`config.mk`:
```
export PLATFORM = sky130hd
export DESIGN_NAME = ms_jk_bank
export DESIGN_NICKNAME = d
export VERILOG_FILES = /design/src/rtl/ms_jk_bank.sv
export SDC_FILE = /design/constraint.sdc
export NUM_CORES = 1
export LEC_CHECK = 0
export ABC_CLOCK_PERIOD_IN_PS = 4400
export BUFFER_PORTS_ARGS = -buffer_cell sky130_fd_sc_hd__buf_2
export CAP_MARGIN = 10
export CELL_PAD_IN_SITES_DETAIL_PLACEMENT = 0
export CELL_PAD_IN_SITES_GLOBAL_PLACEMENT = 2
export CORE_MARGIN = 2
export CORE_UTILIZATION = 28
export CTS_CLUSTER_SIZE = 10
export DETAILED_ROUTE_END_ITERATION = 16
export GPL_TIMING_DRIVEN = 1
export PLACE_DENSITY = 0.88
export SLEW_MARGIN = 20
export SYNTH_ARGS = -nofsm -noshare
export SYNTH_HDL_FRONTEND = slang
export SYNTH_SLANG_ARGS = --single-unit
```
`constraint.sdc`:
```
create_clock -name clk -period 4.4 [get_ports clk]
set_clock_uncertainty 0.05 [all_clocks]
set_input_delay 0.66 -clock clk [delete_from_list [all_inputs] [get_ports clk]]
set_output_delay 0.66 -clock clk [all_outputs]
set_load 0.01 [all_outputs]
```
`src/rtl/ms_jk_bank.sv`:
```
`default_nettype none
// ============================================================================
// Module   : ms_jk_bank
// Brief    : Bank of master-slave JK/T/D/counter flip-flops; master on rising
//            edge, slave on falling edge, async active-low reset.
// Revision : 1.0 - initial release
// ============================================================================
module ms_jk_bank #(
   parameter int               WIDTH     = 8,
   parameter logic [WIDTH-1:0] RESET_VAL = '0
) (
   input  logic             clk,
   input  logic             reset_n,
   input  logic             en,
   input  logic             load,
   input  logic [1:0]       mode,
   input  logic [WIDTH-1:0] d,
   input  logic [WIDTH-1:0] j,
   input  logic [WIDTH-1:0] k,
   output logic [WIDTH-1:0] q,
   output logic [WIDTH-1:0] qn,
   output logic [WIDTH-1:0] master_q,
   output logic             changed,
   output logic             tc
);

   localparam logic [1:0]       c_mode_jk  = 2'b00;
   localparam logic [1:0]       c_mode_t   = 2'b01;
   localparam logic [1:0]       c_mode_d   = 2'b10;
   localparam logic [1:0]       c_mode_cnt = 2'b11;
   localparam logic [WIDTH-1:0] c_one      = WIDTH'(1);

   logic [WIDTH-1:0] r_master;
   logic [WIDTH-1:0] r_slave;
   logic             r_changed;
   logic [WIDTH-1:0] w_next;

   // Next state is always derived from the master, never from the slave.
   always_comb begin
      w_next = r_master;
      if (load) begin
         w_next = d;
      end else if (en) begin
         case (mode)
            c_mode_jk:  w_next = (j & ~r_master) | (~k & r_master);
            c_mode_t:   w_next = r_master ^ j;
            c_mode_d:   w_next = j;
            c_mode_cnt: w_next = r_master + c_one;
            default:    w_next = r_master;
         endcase
      end
   end

   always_ff @(posedge clk or negedge reset_n) begin
      if (!reset_n) begin
         r_master <= RESET_VAL;
      end else begin
         r_master <= w_next;
      end
   end

   // Slave and change flag share the falling edge; changed compares before the copy.
   always_ff @(negedge clk or negedge reset_n) begin
      if (!reset_n) begin
         r_slave   <= RESET_VAL;
         r_changed <= 1'b0;
      end else begin
         r_slave   <= r_master;
         r_changed <= (r_master != r_slave);
      end
   end

   assign q        = r_slave;
   assign qn       = ~r_slave;
   assign master_q = r_master;
   assign changed  = r_changed;
   assign tc       = (mode == c_mode_cnt) && (&r_slave);

endmodule
`default_nettype wire
```
# [Word level (Yosys, flattened, before mapping)]
# Index checks and enable logic that the tools add are counted.
[totals] elab_cells=22 register_bits=17 out_inout_bits=26 in_bits=30
[op_classes] mux=3 bitwise=7 eq_ne=4 reduce_logical=4 add_sub_neg=1
[op_table] op="$pmux W8 S4" count=1
[op_table] op="$not A8 Y8" count=3
[op_table] op="$and A8 B8 Y8" count=2
[op_table] op="$mux W8" count=2
[op_table] op="$add A8 B1 Y8 const B" count=1
[op_table] op="$ne A8 B8 Y1" count=1
[op_table] op="$or A8 B8 Y8" count=1
[op_table] op="$reduce_and A8 Y1" count=1
[op_table] op="$xor A8 B8 Y8" count=1
[op_table] op="$eq A2 B2 Y1 const B" count=2
[op_table] op="$eq A2 B1 Y1 const B" count=1
[op_table] op="$logic_not A2 Y1" count=1
[op_table] op="$reduce_bool A2 Y1" count=1
[op_table] op="$logic_and A1 B1 Y1" count=1

# [Longest topological paths before layout]
[logic_depth] ltp_word=6 mapped_depth=6 ltp_nobuf=5

==> results.yml <==
clocking:
  cts_buffer_depth: 2
  cts_root_buf: "clkbuf_8"
  postCtsSetupBuffers: 0
  cts_tree: "yes"
  insertion_delay_ps: 250
  clkTransAtPathRegs_ps: 60
  cts_made_buffers: 3
  post_cts_resized: 0
  cts_hold_buf: 0
  cts_htree_levels: 1
  clock_sinks: 17
setup_path:
  worstPathRequired_ps: 3690
  crit_type: "reg2out"
  r2r_start: "master_q[3]"
  critPathMaxFanout: 4
  setup.worst_path.start_class: "flip-flop"
  cp.arrival_ps: 3350
  startpoint: "q[7]"
  worstSetupEndpointType: "primary output"
layout:
  drive_gt1_share_pct: 33.16
  layout.cells.non_filler: 248
  finalInstanceArea_um2: 1559
  final_common_cell: "buf_2"
  antennaDiodeCount: 0
  area_delta_synth_final_pct: 21.32
  final_cell_mix: "55 x buf_2, 14 x inv_1, 13 x a21oi_1"
  final_nets: 228
run_status:
  outcome: "finished, final reports clean"
power_and_ir_drop:
  vdd_drop_max_v: 0.0001073
  power_density_nw_per_um2: 293.4
  leakage_nw: 0.7414
place:
  hpwlAfterDp_um: 2579
  portBuffers: 55
  place_area_um2: 1513
  pre_cts_slack_ps: 611.0
  placed_cells_incl_taps: 244
  gp_congestion: 0.7659
grt:
  use_met1_pct: 19.79
  grt_pass1_vias: 1159
  grt_pass1_wl_um: 5602
  grt_util_met2_pct: 21.40
  met3_usage_pct: 0.8439
  grt_overflow: 0
  grt_use_total_pct: 13.86
  antenna_found_initial: 0
  top_usage_layer: "met2"
  grt_max_degree: 24
sta:
  hold_viol: 0
  layout_setup_ws_ps: 337.6
  maxSlewViolCount: 0
  rsz0062_at_grt: "false"
  max_slew_margin_pct: 73.19
  setup_violations: 0
  worst_pin_slew_ps: 402.1
  tns_ps: 0
detailed_routing:
  wire_per_inst_um: 13.34
  wl_um: 3308
  dr.pass1.iters: 4
  routed_via_density: 4.972
  vias: 1233
  route.antenna.remaining_nets: 0
  drc_errors: 0
  dr.first_iter.drc_count: 43
floorplanning:
  rows: 24
  start_util_pct: 29.31
  ios: 56
  die_h_um: 71.75
  die_w_um: 71.75
  dieArea_um2: 5147
  fp.coreArea_um2: 4384
hold_path:
  hold_path_class: "in2async"
synth:
  syn-cell-area_um2: 1285
  synthDistinctLibCells: 43
  ys_warn_count: 0
  synth_edf_count: 0
  synth_seq_cells: 17
  async_reset_ff_share_pct: 100.0
  ys.flop_type: "dfrtn_1"
  yosysSeqAreaShare_pct: 33.11
  synthCells: 148
  syn_nets: 179
  syn_avg_cell_area_um2: 8.682
flow_run:
  cap_violations: 0
[logic make-up (layout without fill, tap and decap cells)]
group	count (synthesis)	count (layout)	share of synthesized area (%)
and+or+nand+nor	47	47	20.84
AOI/OAI and AO/OA	45	45	22.88
buffers and inverters	25	73	12.85
DFF	17	17	33.11
xor gates and xnor gates	9	9	6.135
muxes	4	4	3.213
adders and majority gates	1	1	0.9736
[stage by stage]
step                      power (W)  hold slack (ps)  utilization [%]
after floorplan           0.0002959            314.4                -
after global placement    0.0003475            505.6            34.50
after detailed placement  0.0003468            509.2            34.50
after CTS                 0.0004665            269.8            35.56
after global routing      0.0004903            295.3            35.56
final                     0.0004574            260.8            35.56
[power breakdown]
part | internal (W) | total (W) | switching (W)
clock | 0.0000629 | 0.000116 | 0.0000527
sequential | 0.000174 | 0.000209 | 0.0000352
combinational | 0.0000630 | 0.000132 | 0.0000695
[worst max-delay path: stages, from the launching register on]
cell and delay, ps:
dfrtn_1 460, nand4_1 110, nor3_1 160, buf_2 150
[per-layer routing]
metal	share of wire (%)	wire length (um)
met5	0	0
met4	1.6	54
met3	4.4	146
met2	45	1498
met1	49	1608
[Yosys cell counts (all sizes together), types with 2 or more instances]
library cell / instances / share of area, %
mux2i: 3 / 2.3
nor3: 4 / 1.6
nand2: 8 / 2.3
nor3b: 3 / 1.8
and2b: 2 / 1.4
nand2b: 7 / 3.4
o31ai: 7 / 4.1
nor2: 6 / 1.8
nand4: 5 / 2.9
buf: 7 / 6.1
nand3: 3 / 1.2
dfrtp: 8 / 16
inv: 14 / 4.1
or4: 2 / 1.2
nor4: 2 / 0.97
o21ai: 9 / 3.5
xor2: 8 / 5.5
a211oi: 2 / 1.2
and3: 2 / 0.97
clkbuf: 3 / 1.7
o211ai: 3 / 1.8
o21a: 2 / 1.2
dfrtn: 9 / 18
a21oi: 13 / 5.1
[path summary, 6_finish.rpt]
check / end / slack (ps) / cells past startpoint
min in group clk: changed / 510 / 3
hold reg to reg: changed / 510 / 3
max in group asynchronous: q[6] / 1670 / 1
setup reg to reg: changed / 900 / 3
setup / recovery: tc / 340 / 3
hold / removal: master_q[1] / 260 / 1
[sequential cells by signal (all words and copies together) (netlist names)]
register	cells
q	8
changed	1
master_q	8
[final cells by class]
type                       instances  area (um2)
multi-input combinational        106       694.4
clock inverter                     1       5.005
sequential                        17       425.4
clock buffer                       3       41.29
fill                             473        2825
inverter                          14       52.55
timing repair buffer              55       275.3
tap                               52       65.06
Power figures use the tool's default switching activity.
